==> config.mk <==
export PLATFORM = sky130hd
export DESIGN_NAME = xor_implies_skolem_engine
export DESIGN_NICKNAME = d
export VERILOG_FILES = /design/src/rtl/xor_implies_skolem_engine_pkg.sv /design/src/rtl/xor_implies_skolem_engine_lowest_zero_finder.sv /design/src/rtl/xor_implies_skolem_engine.sv
export SDC_FILE = /design/constraint.sdc
export NUM_CORES = 1
export LEC_CHECK = 0
export CAP_MARGIN = 0
export CORE_MARGIN = 1.5
export CORE_UTILIZATION = 30
export CTS_CLUSTER_DIAMETER = 150
export DETAILED_ROUTE_END_ITERATION = 10
export PLACE_DENSITY = 0.56
export SETUP_SLACK_MARGIN = 0.05
export SYNTH_ARGS = -nofsm -noshare
export SYNTH_HDL_FRONTEND = slang
export SYNTH_SLANG_ARGS = --single-unit
==> constraint.sdc <==
create_clock -name clk -period 3.1 [get_ports clk]
set_clock_uncertainty 0.2 [all_clocks]
set_input_delay 0.62 -clock clk [delete_from_list [all_inputs] [get_ports clk]]
set_output_delay 0.62 -clock clk [all_outputs]
set_load 0.02 [all_outputs]
==> src/rtl/xor_implies_skolem_engine_pkg.sv <==
// rtl/xor_implies_skolem_engine_pkg.sv - shared mode encoding for the xor-implies Skolem engine
package xor_implies_pkg;

  // Per-vector operating mode, sampled with each accepted input.
  typedef enum logic {
    MODE_SYNTH = 1'b0,
    MODE_CHECK = 1'b1
  } mode_e;

endpackage

==> src/rtl/xor_implies_skolem_engine_lowest_zero_finder.sv <==
// rtl/xor_implies_skolem_engine_lowest_zero_finder.sv - index of the lowest zero bit of a vector
module lowest_zero_finder #(
  parameter int N  = 8,
  parameter int IW = (N > 1) ? $clog2(N) : 1
) (
  input  logic [N-1:0]  vec_i,
  output logic [IW-1:0] idx_o,
  output logic          none_o
);

  // Scan from the top down so the last hit (lowest index) wins.
  always_comb begin
    idx_o  = '0;
    none_o = 1'b1;
    for (int i = N - 1; i >= 0; i--) begin
      if (!vec_i[i]) begin
        idx_o  = IW'(i);
        none_o = 1'b0;
      end
    end
  end

endmodule

==> src/rtl/xor_implies_skolem_engine.sv <==
// rtl/xor_implies_skolem_engine.sv - streaming witness synthesiser / checker for the xor-implies family
module xor_implies_skolem_engine
  import xor_implies_pkg::*;
#(
  parameter int N      = 8,
  parameter bit PARITY = 1'b0,
  parameter int CW     = 16
) (
  input  logic          clk,
  input  logic          rst_n,
  input  logic          mode,
  input  logic          in_valid,
  output logic          in_ready,
  input  logic [N-1:0]  in_x,
  input  logic [N-1:0]  in_y,
  output logic          out_valid,
  input  logic          out_ready,
  output logic [N-1:0]  out_x,
  output logic [N-1:0]  out_y,
  output logic          out_sat,
  output logic          out_unreal,
  input  logic          clear_stats,
  output logic [CW-1:0] cnt_total,
  output logic [CW-1:0] cnt_unreal,
  output logic [CW-1:0] cnt_viol
);

  localparam int   IW    = (N > 1) ? $clog2(N) : 1;
  localparam logic N_ODD = 1'(N % 2);

  // Stage payloads; S2 keeps the mode so violations can be attributed to check-mode results.
  typedef struct packed {
    mode_e        mode;
    logic [N-1:0] x;
    logic [N-1:0] y;
    logic         unreal;
  } s1_t;

  typedef struct packed {
    mode_e        mode;
    logic [N-1:0] x;
    logic [N-1:0] y;
    logic         sat;
    logic         unreal;
  } s2_t;

  logic          s1_v_q, s1_v_d, s2_v_q, s2_v_d;
  s1_t           s1_q, s1_d, cand;
  s2_t           s2_q, s2_d;
  logic [CW-1:0] tot_q, tot_d, unr_q, unr_d, viol_q, viol_d;
  logic          s2_free, accept, xfer, s1_sat;
  logic [IW-1:0] zero_idx;
  logic          zero_none;

  lowest_zero_finder #(.N(N), .IW(IW)) u_lzf (
    .vec_i  (in_x),
    .idx_o  (zero_idx),
    .none_o (zero_none)
  );

  // Candidate y: all ones fixes every implication; clearing one bit where x is 0 repairs parity.
  always_comb begin
    cand      = '0;
    cand.mode = mode_e'(mode);
    cand.x    = in_x;
    if (mode_e'(mode) == MODE_CHECK) begin
      cand.y = in_y;
    end else begin
      cand.y = '1;
      if (((^in_x) ^ N_ODD) != PARITY) begin
        if (zero_none) cand.unreal = 1'b1;
        else           cand.y[zero_idx] = 1'b0;
      end
    end
  end

  // phi evaluated on the S1 contents as they move into S2.
  assign s1_sat = (((^s1_q.x) ^ (^s1_q.y)) == PARITY) & ~|(s1_q.x & ~s1_q.y);

  // Handshake and stage-advance decisions.
  always_comb begin
    s2_free  = !s2_v_q || out_ready;
    in_ready = !s1_v_q || s2_free;
    accept   = in_valid && in_ready;
    xfer     = s2_v_q && out_ready;
    s1_v_d   = accept ? 1'b1 : (s2_free ? 1'b0 : s1_v_q);
    s1_d     = accept ? cand : s1_q;
    s2_v_d   = s2_free ? s1_v_q : s2_v_q;
    s2_d     = s2_q;
    if (s2_free && s1_v_q) begin
      s2_d.mode   = s1_q.mode;
      s2_d.x      = s1_q.x;
      s2_d.y      = s1_q.y;
      s2_d.sat    = s1_sat;
      s2_d.unreal = s1_q.unreal;
    end
  end

  // Saturating statistics; a clear in the same cycle swallows the transfer.
  always_comb begin
    tot_d  = tot_q;
    unr_d  = unr_q;
    viol_d = viol_q;
    if (clear_stats) begin
      tot_d  = '0;
      unr_d  = '0;
      viol_d = '0;
    end else if (xfer) begin
      if (~&tot_q) tot_d = tot_q + 1'b1;
      if (s2_q.unreal && ~&unr_q) unr_d = unr_q + 1'b1;
      if (s2_q.mode == MODE_CHECK && !s2_q.sat && ~&viol_q) viol_d = viol_q + 1'b1;
    end
  end

  // State registers; reset drops anything in flight.
  always_ff @(posedge clk) begin
    if (!rst_n) begin
      s1_v_q <= 1'b0;
      s2_v_q <= 1'b0;
      s1_q   <= '0;
      s2_q   <= '0;
      tot_q  <= '0;
      unr_q  <= '0;
      viol_q <= '0;
    end else begin
      s1_v_q <= s1_v_d;
      s2_v_q <= s2_v_d;
      s1_q   <= s1_d;
      s2_q   <= s2_d;
      tot_q  <= tot_d;
      unr_q  <= unr_d;
      viol_q <= viol_d;
    end
  end

  assign out_valid  = s2_v_q;
  assign out_x      = s2_q.x;
  assign out_y      = s2_q.y;
  assign out_sat    = s2_q.sat;
  assign out_unreal = s2_q.unreal;
  assign cnt_total  = tot_q;
  assign cnt_unreal = unr_q;
  assign cnt_viol   = viol_q;

endmodule

# Word level (Yosys, flattened, before mapping)

Cells that the tools add are included.
Widths: inputs -> output; s select.

Bits in registers: 87
Memories: 0
Bits in writable memories: 0
Logic and storage cells: 79
ROM bits: 0
Bits of input ports: 22
Latch bits: 0
Output and inout port bits: 68

Equal/unequal tests: 0
Mux-type cells: 25
Shifts and indexed selects: 0
$mul: 0
Bitwise gates (word level): 8
Div/mod/pow operators: 0
Reductions and logical operators: 27
Add/sub/neg operators: 3
$lt $le $gt $ge: 2

Operators by type and width:

| cell                  | count |
|---|---|
| $add 16x1->16 const B | 3 |
| $reduce_and 16->1     | 3 |
| $mux 3                | 8 |
| $reduce_xor 8->1      | 3 |
| $mux 8                | 2 |
| $not 8->8             | 2 |
| $mux 1                | 13 |
| $mux 9                | 1 |
| $and 8x8->8           | 1 |
| $reduce_or 8->1       | 1 |
| $logic_and 1x1->1     | 7 |
| $logic_not 1->1       | 6 |
| $reduce_and 2->1      | 3 |
| $lt 3x4->1 const B    | 1 |
| $demux 1 s3           | 1 |
| $ge 3x1->1 const B    | 1 |
| $not 1->1             | 3 |
| $logic_or 1x1->1      | 2 |
| $reduce_bool 2->1     | 1 |
| $reduce_or 2->1       | 1 |
| $and 1x1->1           | 1 |
| $xor 1x1->1           | 1 |

# Logic depth before layout (Yosys ltp)

Gate-level depths: netlist of the first run.

Depth after elaboration: 16
Mapped depth: 8
Depth with buffers taken out: 8

# By module

From an unflattened synthesis of the first run, not the netlist that was laid out.

Cell total of the unflattened synthesis: 529
Area, all modules: 4435.5 µm²

Modules (own cells, without submodules):

| module                    | sequential area each (µm²) | area an instance (µm²) | cells each | instances |
|---|---|---|---|---|
| xor_implies_skolem_engine | 1741.7                     | 4360.4                 | 516        | 1 |
| lowest_zero_finder        | 0.0                        | 75.1                   | 13         | 1 |

# Worst setup path before layout of the first run

Ideal clock, no wire load.

Path kind: input-to-reg
From: in in_x[7]
To: reg s1_q[8] (netlist bit)
Data arrival time: 1.910 ns
Stages on the path: 7
Library setup time: 0.128 ns
Path buffers: 0
Slack: 0.862 ns
Required time: 2.772 ns
Cell sequence: inv_1 -> ha_1 -> xor2_2 -> xor2_1 -> or3_1 -> o221ai_1 -> a21boi_0

Longest elaborated chain between the ends: 16
Elaborated cells between the ends (all ways): 26
Classes of those cells: order compare (2); mux (21); bitwise (1); reduce/logical (2)

Ends and longest elaborated chain:

| element                                                               | RTL line                                           | source |
|---|---|---|
| from (decl)                                                           | xor_implies_skolem_engine.sv:14                    | `input logic [N-1:0] in_x,` |
| $mux 3 (8 in series)                                                  | xor_implies_skolem_engine_lowest_zero_finder.sv:16 | `if (!vec_i[i]) begin` |
| $lt 3x4->1 (not written as such) / $ge 3x1->1 (equally long branches) | xor_implies_skolem_engine.sv:72                    | `else cand.y[zero_idx] = 1'b0;` |
| $logic_and 1x1->1 (not written as such)                               | xor_implies_skolem_engine.sv:72                    |  |
| $mux 1 (not written as such)                                          | xor_implies_skolem_engine.sv:72                    |  |
| $demux 1 s3                                                           | xor_implies_skolem_engine.sv:72                    |  |
| $not 8->8 (no line)                                                   | n/a                                                |  |
| $mux 8                                                                | xor_implies_skolem_engine.sv:71                    | `if (zero_none) cand.unreal = 1'b1;` |
| $mux 9 (*)                                                            | xor_implies_skolem_engine.sv:70                    | `if (((^in_x) ^ N_ODD) != PARITY) begin` |
| $mux 8 (*)                                                            | xor_implies_skolem_engine.sv:66                    | `if (mode_e'(mode) == MODE_CHECK) begin` |
| to (signal assigned)                                                  | xor_implies_skolem_engine.sv:120                   | `s1_q <= '0;` |
| to (signal assigned)                                                  | xor_implies_skolem_engine.sv:128                   | `s1_q <= s1_d;` |
| to (decl)                                                             | xor_implies_skolem_engine.sv:48                    | `s1_t s1_q, s1_d, cand;` |

Mark *: on every way between the ends. The rest lies on a longest branch, timed or not.
A chain may end at the register's enable or synchronous reset.

# Worst setup path in the final report of the first run

From: in out_ready
To: out in_ready

Longest elaborated chain between the ends: 2

Ends and longest elaborated chain:

| element          | RTL line                        | source |
|---|---|---|
| from (decl)      | xor_implies_skolem_engine.sv:17 | `input logic out_ready,` |
| $logic_or 1x1->1 | xor_implies_skolem_engine.sv:82 | `s2_free = !s2_v_q \|\| out_ready;` |
| $logic_or 1x1->1 | xor_implies_skolem_engine.sv:83 | `in_ready = !s1_v_q \|\| s2_free;` |
| to (decl)        | xor_implies_skolem_engine.sv:13 | `output logic in_ready,` |

No other way between the ends.

==> results.cfg, run 1 <==
[clock_tree]
post_cts_buffers = 0
cts_tree = built
clk_latency_ps = 340
hold_buffers = 0
ctsRootBufferMaster = clkbuf_16
htreeDepth = 3
clockBufferDepth = 2
clk_pin_slew_ps = 60
cts-buffers-inserted = 9
ctsResizeCount = 0
cts.sinks = 87

[placement]
placed_area_um2 = 5230
port_buffers = 89
dp_hpwl_um = 7590
routabilityCongestion = 0.909

[setup_path]
worstSetupPathType = in2out
slowest_delay_ps = 630
crit_family = buffers and inverters
cp_num_buf_inv = 2
r2r-start = cnt_unreal[0]$_SDFFE_PP0P_
worstPathCellList = clkdlybuf4s50_1, nor2b_2, nand2_1, clkdlybuf4s50_1
reg2reg_to = cnt_unreal[8]$_SDFFE_PP0P_
r2r_slack_ps = 880
cp_common_cell = clkdlybuf4s50_1
critPathMaxFanout = 3
arrival_ps = 1960
required_ps = 2280
crit_slowest_cell = clkdlybuf4s50_1
reg2regPathDepth = 7
end_kind = primary output
worst_setup_path_start_kind = input port

[grt]
grt_overflow_total = 0
grt_use_total_pct = 14.2
grt_max_degree = 49
grt_first_pass_wirelength_um = 16900
antenna_found_initial = 0
grt_pass1_vias = 3429

[power]
p_sw_share_pct = 23.3
power.switching_mw = 0.580
power_mw = 2.49
max-vdd-ir-drop_v = 0.000238
power_frac_seq_pct = 47.0
pwr-share-clk_pct = 43.2
power.density_nw_per_um2 = 450
leakage_nw = 1.84
p_comb_share_pct = 9.8
p_int_mw = 1.91

[sta]
fin_crit_sh_pct = 89.8
rsz0062_at_grt = false
max_freq_mhz = 359
finalHoldViolations = 0
setup_viol = 0
drv_slew = 0
hold_ws_ps = 258
tightestPinTransition_ps = 501
min_period_ps = 2780
tns_ps = 0
max_slew_margin_pct = 66.6

[floorplan]
start_util_pct = 30.7
fp-row-count = 43
io-pin-count = 90
die_h_um = 122
coreArea_um2 = 13900
die_area_um2 = 14900
die_w_um = 122

[routing]
avgViaCountPerCell = 4.83
wirelength_um = 10200
drcViolationCount = 0
detail_route.iter0.violations = 236
routedWlPerCell_um = 13.3
postRouteAntennaNets = 0
vias = 3683
drtPass1Iterations = 4

[yosys]
synth.top_cell.area_share_pct = 40.9
synthTopCellsByArea = dfxtp_1, nand2_1, a21boi_0
ys_seq_area_share_pct = 40.9
synth_warnings = 0
syn_inst = 505
synth_area_um2 = 4260
synthDistinctLibCells = 57
synth_top_area_cell = dfxtp_1
ys_seq_elements = 87
ys_top_cells_by_count = nand2_1, dfxtp_1, nor2_1, a21boi_0, xnor2_1
synth-main-ff-cell = dfxtp_1
synth_edf_count = 0
syn-num-nets = 532
synth-async-reset-ratio_pct = 0
syn_avg_cell_area_um2 = 8.43
yosysMostFrequentCell = nand2_1

[layout]
fillers = 1407
drive_gt1_share_pct = 5.67
antenna_cells = 0
fin_util_pct = 39.8
final_nets = 605
final_cell_area_um2 = 5520
area_delta_synth_final_pct = 29.6

[worst_hold_path]
hold_end = out_x[6]$_SDFFE_PN0P_
holdPathStages = 2
hold_class = reg2reg
hp-start = out_x[6]$_SDFFE_PN0P_

[job]
cap_violations = 0

[outcome]
status = complete, no violations
==> per-stage QoR <==
stage / instances / setup WS [ps]
after floorplan: 505 / 862
after global placement: 747 / 277
after detailed placement: 747 / 190
after CTS: 762 / 290
after global routing: 762 / 248
final: 762 / 317
==> worst max path at each step <==
stage,from,end,depth (start not counted)
after floorplan,in_x[7],s1_q[8]$_SDFFE_PN0P_,7
after global placement,in_x[7],s1_q[8]$_SDFFE_PN0P_,8
after detailed placement,in_x[7],s1_q[2]$_SDFFE_PN0P_,9
after CTS,out_ready,in_ready,4
after global routing,out_ready,in_ready,4
final,out_ready,in_ready,4
==> tightest hold or removal path, cell delays in order (launching register included) <==
cell	delay (ps)
dfxtp_1	300
nand2_1	40
a21boi_0	60
==> power by group through the flow <==
stage               logic (mW)  clock network (mW)  registers (mW)
CTS                      0.245                1.10            1.17
detailed placement       0.244                   0            1.19
global placement         0.240                   0            1.19
global route             0.268                1.15            1.17
finish                   0.244                1.07            1.17
floorplan                0.169                   0            1.19
==> cells in the final DEF (no fill, tap or decap), types with 7 or more instances in the layout <==
master,n
a21boi_0,33
nor2_1,49
xor2_1,21
a21oi_1,9
xnor2_1,27
clkbuf_16,9
nand4_1,12
nor3_1,8
clkdlybuf4s50_1,89
buf_4,7
dfxtp_1,87
nand3_1,19
inv_1,13
o21ai_0,12
nand2_1,89
and3_1,7
==> state kept, by name, indices dropped and copies added, names as in the netlist <==
register,flops
out_y,8
cnt_total,16
s2_q,1
s1_q,18
s1_v_q,1
out_unreal,1
cnt_unreal,16
out_valid,1
cnt_viol,16
out_x,8
out_sat,1
==> cell families after synthesis <==
| group | share of synthesized area [%] |
|---|---|
| flip-flops | 40.9 |
| buffers and inverters | 5.90 |
| AND/OR/NAND/NOR | 25.5 |
| AO/OA/AOI/OAI | 13.8 |
| adder cells (fa/ha/maj) | 1.47 |
| multiplexers | 1.41 |
| XOR/XNOR | 11.0 |
==> per-layer routing <==
| layer | GRT usage [%] | routed length, µm | part of all wire [%] |
|---|---|---|---|
| met5 | 0 | 0 | 0 |
| met1 | 18.9 | 4840 | 48 |
| met3 | 3.23 | 591 | 5.8 |
| met2 | 22.3 | 4590 | 45 |
| met4 | 5.52 | 148 | 1.5 |
==> layout make-up <==
class                   instances  area [µm²]  share of cell area, %
repair buffers                 96         943                   17.1
flip-flops and latches         87        1740                   31.6
clock buffers                  12         246                   4.47
inverters                      14        52.6                  0.952
well taps                     180         225                   4.08
clock inverters                 3        43.8                  0.793
multi-input cells             370        2270                   41.1
No activity file was read; power rests on OpenSTA's default activity.
==> inputs of run 2 (changes only) <==
CTS_CLUSTER_SIZE = 16   (was unset)
==> results of run 2 <==
Final layout, timing and power as in run 1 (identical DEF).
==> inputs of run 3 (changes only) <==
--- a/config.mk
+++ b/config.mk
@@ -9,3 +9,3 @@
 export CORE_MARGIN = 1.5
-export CORE_UTILIZATION = 30
+export CORE_UTILIZATION = 55
 export CTS_CLUSTER_DIAMETER = 150
@@ -13,3 +13,3 @@
 export DETAILED_ROUTE_END_ITERATION = 10
-export PLACE_DENSITY = 0.56
+export PLACE_DENSITY = 0.89
 export SETUP_SLACK_MARGIN = 0.05
==> constraint.sdc (replaced) <==
create_clock -name clk -period 3.1 [get_ports clk]
set_clock_uncertainty 0.2 [all_clocks]
set_input_delay 0.775 -clock clk [delete_from_list [all_inputs] [get_ports clk]]
set_output_delay 0.775 -clock clk [all_outputs]
set_load 0.02 [all_outputs]
==> results.cfg, run 3 (synthesis results as in run 1) <==
[worst_hold_path]
hp-start = out_y[1]$_SDFFE_PN0P_
hold_class = reg2reg

[clock_tree]
clockBufferDepth = 2
cts.sinks = 87
hold_buffers = 0
cts_tree = built
cts-buffers-inserted = 9
htreeDepth = 3
clk_latency_ps = 350
ctsRootBufferMaster = clkbuf_8
clk_pin_slew_ps = 90

[floorplan]
die_w_um = 91
fp-row-count = 31
start_util_pct = 57.8
die_area_um2 = 8280
coreArea_um2 = 7370
io-pin-count = 90
die_h_um = 91

[setup_path]
critPathMaxFanout = 2
reg2reg_to = cnt_unreal[8]$_SDFFE_PP0P_
reg2regPathDepth = 7
end_kind = primary output
arrival_ps = 1860
worstSetupPathType = in2out
crit_path_end = in_ready
r2r-start = cnt_unreal[0]$_SDFFE_PP0P_
worst_setup_path_start_kind = input port
cp-startpoint = out_ready
required_ps = 2120
r2r_slack_ps = 1050

[layout]
largest-register = s1_q
layout_commonest_cell = nand2_1
largest_reg_flops = 18
drive_gt1_share_pct = 6.80
final_cell_mix = nand2_1, clkdlybuf4s50_1, dfxtp_1
antenna_cells = 0
area_delta_synth_final_pct = 26.7
final_nets = 610
fillers = 556

[routing]
detail_route.iter0.violations = 113
avgViaCountPerCell = 5.42
vias = 3725
drtPass1Iterations = 4
wirelength_um = 9490
postRouteAntennaNets = 0
routedWlPerCell_um = 13.8
drcViolationCount = 0

[sta]
hold_ws_ps = 269
finalHoldViolations = 0
fin_crit_sh_pct = 91.4
drv_slew = 0
tns_ps = 0
setup_viol = 0
tightestPinTransition_ps = 485
max_slew_margin_pct = 67.7
rsz0062_at_grt = false
max_freq_mhz = 353
finalWorstSetupSlack_ps = 267
min_period_ps = 2830

[grt]
grt_max_degree = 49
grt_pass1_vias = 3431
grt_use_total_pct = 23.0
antenna_found_initial = 0
grt_overflow_total = 0
grt_first_pass_wirelength_um = 15700

[job]
cap_violations = 0

[power]
power.density_nw_per_um2 = 413
leakage_nw = 1.83
power_mw = 2.23
max-vdd-ir-drop_v = 0.000240

[placement]
routabilityCongestion = 0.885
port_buffers = 89
dp_hpwl_um = 7190
place_ws_ps = 19.4

[outcome]
status = complete, no violations
run 3: cell types whose count changed in the layout (fill, tap and decap cells not counted), moves of 2 or more:
cell	previous run	this run
buf_12	0	2
buf_4	7	10
clkbuf_16	9	0
clkbuf_8	1	11
clkinvlp_4	0	2
run 3: worst max-delay path, stage by stage:
cell and delay, ps:
clkdlybuf4s50_1 490, nor2b_2 170, nand2_1 90, dlygate4sd2_1 330
run 3: cell type report:
class | count | area (µm²) | area share [%]
Multi-Input combinational cell | 370 | 2270 | 42.0
Sequential cell | 87 | 1740 | 32.3
Inverter | 14 | 52.6 | 0.974
Clock buffer | 12 | 155 | 2.87
Clock inverter | 4 | 53.8 | 0.997
Tap cell | 99 | 124 | 2.29
Timing Repair Buffer | 101 | 1000 | 18.6
run 3: worst min path at each step:
stage	to	slack (ps)	depth (start not counted)
final	out_y[1]$_SDFFE_PN0P_	270	2
after global routing	out_x[7]$_SDFFE_PN0P_	290	2
after CTS	out_y[1]$_SDFFE_PN0P_	270	2
after detailed placement	out_y[1]$_SDFFE_PN0P_	260	2
after global placement	s1_q[17]$_SDFFE_PN0P_	250	2
after floorplan	s2_q[18]$_SDFFE_PN0P_	240	2
run 3: where the power goes:
part | switching, mW | internal [mW] | total [mW]
Clock | 0.395 | 0.418 | 0.813
Sequential | 0.0264 | 1.14 | 1.17
Combinational | 0.122 | 0.127 | 0.249
run 3: metrics by stage:
step,utilization [%],area [µm²],instances
finish,73.2,5400,687
global route,73.2,5400,687
CTS,73.2,5400,687
detailed placement,70.4,5190,671
global placement,70.4,5190,671
floorplan,-,4260,505
run 3: what timing repair did:
item | CTS | global route
gates resized for setup | 1 | 0
setup endpoints to repair | 1 | 0
buffers inserted | 0 | 0
run 3: layer usage:
metal / vias up / part of all wire (%) / track usage [%]
met4: 0 / 1.7 / 7.55
met1: 1739 / 43 / 27.5
met2: 95 / 51 / 41.0
met3: 14 / 4.0 / 4.61
li1: 1877 / - / -
met5: - / 0 / 0
